$ cat config.mk
export PLATFORM = sky130hd
export DESIGN_NAME = seg_scan_ctl_flat
export DESIGN_NICKNAME = d
export VERILOG_FILES = /design/src/rtl/seg_scan_if.sv /design/src/rtl/seg_scan_ctl.sv /design/src/flat_wrapper.sv
export SDC_FILE = /design/constraint.sdc
export NUM_CORES = 1
export LEC_CHECK = 0
export CAP_MARGIN = 20
export CORE_ASPECT_RATIO = 0.5
export CORE_MARGIN = 5
export CORE_UTILIZATION = 57
export DETAILED_ROUTE_END_ITERATION = 12
export PLACE_DENSITY = 0.87
export SLEW_MARGIN = 20
export SYNTH_ARGS = -nofsm -noshare
export SYNTH_HDL_FRONTEND = slang
export SYNTH_SLANG_ARGS = --single-unit
$ cat constraint.sdc
create_clock -name ms_clock -period 2.8 [get_ports ms_clock]
set_input_delay 0.56 -clock ms_clock [delete_from_list [all_inputs] [get_ports ms_clock]]
set_output_delay 0.56 -clock ms_clock [all_outputs]
set_load 0.01 [all_outputs]
$ cat src/rtl/seg_scan_if.sv
// Load/ready handshake and scanned segment bus for seg_scan_ctl.
interface seg_scan_if #(
    parameter int DIGITS = 4,
    parameter int NUM_W  = 16
);
    localparam int PORT_W = (DIGITS > 1) ? $clog2(DIGITS) : 1;

    logic [NUM_W-1:0]  number;
    logic              load;
    logic [DIGITS-1:0] dp_mask;
    logic              ready;
    logic              ovf;
    logic [PORT_W-1:0] port;
    logic [7:0]        pattern;

    modport master (
        output number, load, dp_mask,
        input  ready, ovf, port, pattern
    );

    modport slave (
        input  number, load, dp_mask,
        output ready, ovf, port, pattern
    );
endinterface

$ cat src/rtl/seg_scan_ctl.sv
// N-digit multiplexed 7-segment controller with double-dabble BCD conversion.
// Define SEG_LZB_EN to enable leading-zero blanking.
module seg_scan_ctl #(
    parameter int DIGITS = 4,
    parameter int NUM_W  = 16,
    parameter int DWELL  = 1
) (
    input logic      ms_clock,
    input logic      rst,
    seg_scan_if.slave bus
);
    localparam int PORT_W = (DIGITS > 1) ? $clog2(DIGITS) : 1;
    localparam int NIB    = (NUM_W + 2) / 3;
    localparam int AW     = 4 * NIB;
    localparam int PW     = (NIB > DIGITS) ? AW : 4 * DIGITS;
    localparam int CW     = $clog2(NUM_W + 1);
    localparam int DW     = (DWELL > 1) ? $clog2(DWELL) : 1;

    typedef enum logic [1:0] {IDLE, CONV, COMMIT} state_t;

    state_t              state;
    logic [NUM_W-1:0]    shift;
    logic [AW-1:0]       acc;
    logic [AW-1:0]       acc_adj;
    logic [PW-1:0]       acc_pad;
    logic [CW-1:0]       cnt;
    logic [DIGITS-1:0]   dp_pend;
    logic [DIGITS-1:0]   dp_disp;
    logic [4*DIGITS-1:0] disp;
    logic                ovf_q;
    logic                ready_q;
    logic [DW-1:0]       dwell;
    logic [PORT_W-1:0]   port_q;
    logic [PORT_W-1:0]   port_nx;
    logic [7:0]          pat_q;
    logic [7:0]          pat_nx;
    int                  p;
    logic [3:0]          nib;
    logic [6:0]          seg;
`ifdef SEG_LZB_EN
    logic                hi_zero;
`endif

    function automatic logic [6:0] seg7(input logic [3:0] d);
        case (d)
            4'd0:    seg7 = 7'h3F;
            4'd1:    seg7 = 7'h06;
            4'd2:    seg7 = 7'h5B;
            4'd3:    seg7 = 7'h4F;
            4'd4:    seg7 = 7'h66;
            4'd5:    seg7 = 7'h6D;
            4'd6:    seg7 = 7'h7D;
            4'd7:    seg7 = 7'h07;
            4'd8:    seg7 = 7'h7F;
            4'd9:    seg7 = 7'h6F;
            default: seg7 = 7'h00;
        endcase
    endfunction

    always_comb begin
        acc_adj = acc;
        for (int i = 0; i < NIB; i++) begin
            if (acc[4*i +: 4] >= 4'd5)
                acc_adj[4*i +: 4] = acc[4*i +: 4] + 4'd3;
        end
    end

    assign acc_pad = PW'(acc);

    always_ff @(posedge ms_clock) begin
        if (rst) begin
            state   <= IDLE;
            ready_q <= 1'b1;
            ovf_q   <= 1'b0;
            disp    <= '0;
            dp_disp <= '0;
            dp_pend <= '0;
            shift   <= '0;
            acc     <= '0;
            cnt     <= '0;
        end else begin
            unique case (state)
                IDLE: if (bus.load) begin
                    shift   <= bus.number;
                    dp_pend <= bus.dp_mask;
                    acc     <= '0;
                    cnt     <= '0;
                    ready_q <= 1'b0;
                    state   <= CONV;
                end
                CONV: begin
                    acc   <= AW'({acc_adj, shift[NUM_W-1]});
                    shift <= shift << 1;
                    if (cnt == CW'(NUM_W - 1))
                        state <= COMMIT;
                    else
                        cnt <= cnt + 1'b1;
                end
                COMMIT: begin
                    disp    <= acc_pad[4*DIGITS-1:0];
                    dp_disp <= dp_pend;
                    ovf_q   <= (acc_pad >> (4 * DIGITS)) != '0;
                    ready_q <= 1'b1;
                    state   <= IDLE;
                end
                default: state <= IDLE;
            endcase
        end
    end

    always_comb begin
        port_nx = port_q;
        if (dwell == DW'(DWELL - 1))
            port_nx = (port_q == PORT_W'(DIGITS - 1)) ? '0 : port_q + 1'b1;
    end

    // Pattern is computed for the port value being registered alongside it.
    always_comb begin
        p   = int'(port_nx);
        nib = disp[4*p +: 4];
        seg = seg7(nib);
`ifdef SEG_LZB_EN
        hi_zero = 1'b1;
        for (int j = 0; j < DIGITS; j++) begin
            if (j >= p && disp[4*j +: 4] != 4'd0)
                hi_zero = 1'b0;
        end
        if (p != 0 && hi_zero)
            seg = 7'h00;
`endif
        pat_nx = {dp_disp[p], seg};
        if (ovf_q)
            pat_nx = 8'h40;
    end

    always_ff @(posedge ms_clock) begin
        if (rst) begin
            dwell  <= '0;
            port_q <= '0;
            pat_q  <= 8'h3F;
        end else begin
            dwell  <= (dwell == DW'(DWELL - 1)) ? '0 : dwell + 1'b1;
            port_q <= port_nx;
            pat_q  <= pat_nx;
        end
    end

    assign bus.ready   = ready_q;
    assign bus.ovf     = ovf_q;
    assign bus.port    = port_q;
    assign bus.pattern = pat_q;
endmodule

$ cat src/flat_wrapper.sv
// flat-port wrapper written by rule: the top's interface ports become plain ports
module seg_scan_ctl_flat 
#(
    parameter int DIGITS = 4,
    parameter int NUM_W  = 16,
    parameter int DWELL  = 1
)
  (ms_clock, rst, bus_number, bus_load, bus_dp_mask, bus_ready, bus_ovf, bus_port, bus_pattern);
  seg_scan_if #(.DIGITS(DIGITS), .NUM_W(NUM_W)) bus_i ();
  input logic ms_clock;
  input logic rst;
  input wire logic [$bits(bus_i.number)-1:0] bus_number;
  input wire logic [$bits(bus_i.load)-1:0] bus_load;
  input wire logic [$bits(bus_i.dp_mask)-1:0] bus_dp_mask;
  output wire logic [$bits(bus_i.ready)-1:0] bus_ready;
  output wire logic [$bits(bus_i.ovf)-1:0] bus_ovf;
  output wire logic [$bits(bus_i.port)-1:0] bus_port;
  output wire logic [$bits(bus_i.pattern)-1:0] bus_pattern;
  assign bus_i.number = bus_number;
  assign bus_i.load = bus_load;
  assign bus_i.dp_mask = bus_dp_mask;
  assign bus_ready = bus_i.ready;
  assign bus_ovf = bus_i.ovf;
  assign bus_port = bus_i.port;
  assign bus_pattern = bus_i.pattern;
  seg_scan_ctl #(.DIGITS(DIGITS), .NUM_W(NUM_W), .DWELL(DWELL)) u_core (.ms_clock(ms_clock), .rst(rst), .bus(bus_i));
endmodule
-- Word level (Yosys, flattened, before mapping)
Memories as Yosys holds them, arrays and structs flattened.
Cells that the tools add are included.
- register bits after elaboration: 84
- ROM bits: 112
- input port bits: 23
- logic and storage cells: 73
- memories kept: 1
- memory list (name ; depth ; width ; rd ports ; clocked after Yosys merged registers in ; wr ports ; line ; RTL):
    (no name shown) ; 16 ; 7 ; 1 ; 0 ; 0 ; seg_scan_ctl.sv:45 ; case (d)
- add/subtract/negate cells: 9
- $lt $le $gt $ge: 7
- equality and inequality tests: 7
- shifts and indexed selects: 1
- mux-type cells: 23
- bitwise logic cells: 1
- reduce and logical (&&, ||, !) cells: 11
- operator list (operator ; number):
    24-bit case mux with 2 select lines ; 1
    16-bit case mux with 2 select lines ; 1
    4-bit by 3-bit >= comparator with 1-bit output (second input constant) ; 6
    24-bit two-way mux ; 1
    24-bit nonzero test ; 1
    4-bit by 2-bit adder with 4-bit output (second input constant) ; 5
    4-bit two-way mux ; 5
    16-bit two-way mux ; 1
    16-bit by 5-bit variable part select with 4-bit output ; 1
    5-bit two-way mux ; 2
    5-bit case mux with 2 select lines ; 1
    2-bit two-way mux ; 4
    2-bit AND reduction ; 4
    7-bit two-way mux ; 1
    5-bit by 1-bit adder with 5-bit output (second input constant) ; 1
    5-bit by 4-bit == test with 1-bit output (second input constant) ; 1
    2-bit == test (second input constant) ; 2
    2-bit != test (second input constant) ; 2
    2-bit case mux with 2 select lines ; 1
    2-bit nonzero test ; 2
    2-bit OR reduction ; 2
    3-bit by 2-bit adder with 3-bit output (second input constant) ; 1
    2-bit by 3-bit less-than comparator with 1-bit output (second input constant) ; 1
    3-bit two-way mux ; 1
    10 further kinds ; 11

-- Longest topological paths before layout
Gate-level depths: netlist (run 1).
An unclocked memory read counts as a cell.
- word-level depth: 6
- depth in mapped cells: 8
- depth with buffers taken out: 7

-- Worst setup path before layout (run 1)
OpenSTA, ideal clock, no wires.
- path kind: reg-to-reg
- start point: register u_core.port_q[0], in the netlist u_core.bus.port[0]
- end point: register u_core.pat_q[3], in the netlist u_core.bus.pattern[3]
- data arrival time: 2.256 ns
- required time: 2.713 ns
- setup slack: 0.457 ns
- cell stages (with the launch flop): 8
- cell sequence: dfxtp_1 nor2b_1 xnor2_1 mux4_2 inv_1 ha_1 and3_1 o31ai_1
- word-level cells in the longest chain between the ends: 6
- elaborated cells between the ends (all ways): 7
- ends and longest elaborated chain (what ; line ; RTL):
    start, declared ; seg_scan_ctl.sv:33 ; logic [PORT_W-1:0] port_q;
    start signal, assigned ; seg_scan_ctl.sv:143 ; port_q <= port_nx;
    2-bit by 1-bit adder with 2-bit output / 2-bit == test (equally long branches) ; seg_scan_ctl.sv:114 ; port_nx = (port_q == PORT_W'(DIGITS - 1)) ? '0 : port_q + 1'b1;
    2-bit two-way mux ; seg_scan_ctl.sv:114 ;
    2-bit two-way mux (*) ; seg_scan_ctl.sv:113 ; if (dwell == DW'(DWELL - 1))
    16-bit by 5-bit variable part select with 4-bit output (*) ; seg_scan_ctl.sv:120 ; nib = disp[4*p +: 4];
    memory 16 x 7 bit (*) ; -- ;
    7-bit two-way mux (*) ; seg_scan_ctl.sv:132 ; if (ovf_q)
    end signal, assigned ; seg_scan_ctl.sv:144 ; pat_q <= pat_nx;
    end, declared ; seg_scan_ctl.sv:35 ; logic [7:0] pat_q;
Mark *: on every way between the ends. The rest lies on a longest branch, timed or not.
A chain may end at the register's enable or synchronous reset.

-- Worst setup path after layout (run 1)
Ends and elaborated chain as after synthesis.

==> summary.md, run 1 <==
| Metric | Value |
|---|---|
| Yosys top cell by area | dfxtp_1 |
| Top cells by area, synth | dfxtp_1 43%, nand2_1 8.1%, ha_1 6.7% |
| CTS Sinks | 84 |
| Levels on crit path | 7 |
| R2r setup slk | 0.32 ns |
| Worst Hold Slack | 0.454 ns |
| DRT Wirelength | 8440 µm |
| Most common cell in the netlist | nand2_1 |
| Fin. Hold Viols | 0 |
| Sequential share of power | 43.3% |
| Die area | 0.00879 mm² |
| Post-place setup slack | 0.338 ns |
| Htree depth | 3 |
| Slew HR | 47.5% |
| Hold worst-path end | u_core.dp_disp[2]$_SDFFE_PP0P_ |
| Root Buffer | clkbuf_16 |
| Worst Hold Class | flop to flop |
| Number of synthesis warnings | 0 |
| Clock Pin Slew Worst Setup and Hold Paths | 0.06 ns |
| CTS tree | done |
| Initial antenna violation count | 0 |
| Power per cell area | 621 mW/mm² |
| Post-synth EDFFs | 0 |
| Fin. max-slew vios | 0 |
| Drt initial violations | 240 |
| Async set-reset flop share out of synthesis | 0% |
| Crit-path cells | nor2b_1, xnor2_1, mux4_2, inv_1, ha_1, and3_1, o31ai_1 |
| CP Class | flop to flop |
| Synth Flop Type | dfxtp_1 |
| Clock Tree Buf Depth | 2 |
| Unrepaired setup endpoints after global routing | no |
| First-pass DRT Iterations | 5 |
| Outcome | finished, final reports clean |
| Crit end category | flop |
| Hold path depth | 2 |
| Synthesized flop and latch total | 84 |
| DR vias | 3314 |
| GPL Wtd Cong | 0.797 |
| R2R depth | 7 |
| Drt drc | 0 |
| Number of max-cap violations | 0 |
| Pin count of the biggest net entering global routing | 44 |
| Diodes inserted | 0 |
| Hold-fix buffers, CTS | 0 |
| Slowest library cell on the worst path | mux4_2 |
| CP Max Fanout | 9 |
| IO Port Bufs | 34 |
| Clk_lat worst skew | 0.34 ns |
| WP buf/inv | 1 |
| Detail Placement HPWL | 5470 µm |
| Cell variety after synth | 53 |
| Comb pwr share | 7.8% |
| Clock skew | 0.00767 ns |
| FF-to-FF End | u_core.bus.pattern[3]$_SDFF_PP1_ |
| R2R Path Start | u_core.bus.port[0]$_SDFF_PP0_ |
| Worst Slack Setup Final | 0.324 ns |
| Simple-gate portion of the synthesized area | 20.7% |
| Commonest cells in the synthesized netlist | 85 x nand2_1, 84 x dfxtp_1, 48 x nor2_1 |
| Tcrit/Tclk final | 88.4% |
| Data required time of the worst path | 3.05 ns |
| Syn Nets | 514 |
| Sequential-to-total area share from yosys stat | 42.6% |
| Worst min-delay path startpoint | u_core.dp_pend[2]$_SDFFE_PP0P_ |
| Initial Util | 58.9% |
| Area grow syn2layout | 19.0% |
| Worst Tran Pin Value | 0.788 ns |
| Complex-gate fraction of the synthesized area | 18.6% |
| Avg Cell Area, Syn | 8.40 µm² |
| Post-CTS Setup Bufs | 0 |
| Critical Path AT | 2.73 ns |
| Mux share of post-synthesis cell area | 3.20% |
| Ratio of cells with drive above 1 in the final layout | 6.22% |
| CTS Buf Count | 9 |
| Synthesized netlist cell count | 470 |
| GR Overflow Total | 0 |
| Synth Cell Area | 0.00395 mm² |
| DIE WIDTH | 128 µm |
| Die H | 68.9 µm |
| Internal cell power | 2.30 mW |
| Final min period | 2.48 ns |
| Setup Total Neg Slack | 0 ns |
| Post-CTS Resized | 0 |
| Mean routed wirelength per cell | 14.3 µm |
| Nets | 537 |
| Fmax | 404 MHz |
| GRT Total Usage | 20.5% |
| I/O pin cnt | 35 |
| Crit path max-delay family | multiplexers |
| Vias in the first global route | 3130 |
| Post-synthesis xor/xnor area fraction | 3.52% |
| Leakage | 1.75 nW |
| Crit start category | flop |
| Sw frac | 21.2% |
| Main combinational cell family by area after synthesis | simple AND/OR/NAND/NOR gates |
| Synth top area share | 42.6% |
| Final setup viols | 0 |
| # rows | 21 |
| Adder-Cell Fraction of Synth Area | 6.65% |
| Via density | 5.62 |
| First-pass GRT wire length | 14300 µm |
| Slowest stage delay, CP | 0.61 ns |
| Switching pwr | 0.619 mW |
| Clock power frac | 48.9% |
| Final ANT Viol Nets | 0 |
| Peak supply drop | 354 µV |
| Core outline area | 0.00670 mm² |
-- power by group through the flow --
stage / logic (mW) / clock network (mW) / registers (mW)
3_3_place_gp: 0.223 / 0 / 1.28
3_5_place_dp: 0.228 / 0 / 1.29
6_report: 0.229 / 1.43 / 1.26
2_1_floorplan: 0.154 / 0 / 1.28
4_1_cts: 0.230 / 1.45 / 1.26
5_1_grt: 0.255 / 1.50 / 1.26
-- per-stage QoR --
| stage | instance area [µm²] | util, % | power, mW | instances |
|---|---|---|---|---|
| 5_1_grt | 4700 | 70.1 | 3.02 | 590 |
| 2_1_floorplan | 3950 | - | 1.44 | 470 |
| 4_1_cts | 4700 | 70.1 | 2.94 | 590 |
| 3_5_place_dp | 4330 | 64.7 | 1.51 | 574 |
| 6_report | 4700 | 70.1 | 2.92 | 590 |
| 3_3_place_gp | 4330 | 64.7 | 1.51 | 574 |
-- worst reg2reg max path, cell delays in order, from the launching register on --
cell and delay (ns):
dfxtp_1 0.49, nor2b_1 0.27, xnor2_1 0.29, mux4_2 0.61, inv_1 0.13, ha_1 0.25, and3_1 0.15, o31ai_1 0.20
-- how the worst max path moves through the flow --
stage	start	end	slack [ns]
6_report	u_core.bus.port[0]$_SDFF_PP0_	u_core.bus.pattern[3]$_SDFF_PP1_	0.32
5_1_grt	u_core.bus.port[0]$_SDFF_PP0_	u_core.bus.pattern[3]$_SDFF_PP1_	0.12
4_1_cts	u_core.bus.port[0]$_SDFF_PP0_	u_core.bus.pattern[3]$_SDFF_PP1_	0.30
3_5_place_dp	u_core.bus.port[0]$_SDFF_PP0_	u_core.bus.pattern[3]$_SDFF_PP1_	0.34
3_3_place_gp	u_core.bus.port[0]$_SDFF_PP0_	u_core.bus.pattern[3]$_SDFF_PP1_	0.41
2_1_floorplan	u_core.bus.port[0]$_SDFF_PP0_	u_core.bus.pattern[3]$_SDFF_PP1_	0.46
-- layout by cell type, fill, tap and decap left out, drive strengths merged, types with 11 or more instances in the layout --
cell	count
a311oi	15
a21oi	34
clkdlybuf4s50	33
xnor2	12
dfxtp	84
inv	18
nor2	49
ha	21
nand2	85
nor3	11
o21ai	14
-- routing by layer --
layer / track usage (%) / wire [µm]
met5: 0 / 0
met4: 6.88 / 110
met3: 5.77 / 365
met2: 36.6 / 4060
met1: 24.4 / 3910
-- sequential cells by signal, indices dropped and copies added, names as in the netlist, 2 cells and up --
register,count
u_core.acc,24
u_core.bus.pattern,8
u_core.bus.port,2
u_core.cnt,5
u_core.disp,16
u_core.dp_disp,4
u_core.dp_pend,4
u_core.shift,16
u_core.state,2
-- area by class of cell --
type	instances	area, µm²
clock buffers	10	229
repair buffers	40	380
fillers	517	2000
well taps	92	115
flip-flops and latches	84	1680
clock inverters	6	136
inverters	18	67.6
multi-input cells	340	2090
-- cell families (layout without fill, tap and decap cells) --
kind of cell             count (synthesis)  after routing
buffers and inverters                   46             74
adder cells (fa/ha/maj)                 21             21
XOR/XNOR                                15             15
AND/OR/NAND/NOR                        185            185
other                                    1              1
flip-flops                              84             84
AO/OA/AOI/OAI                          108            108
multiplexers                            10             10
Note: power is estimated with default switching activity, not from simulation.
==> inputs of run 2 (changes only) <==
- GPL_ROUTABILITY_DRIVEN: unset -> 0
==> results of run 2 <==
No change in the layout: final DEF, timing and power equal those of run 1.
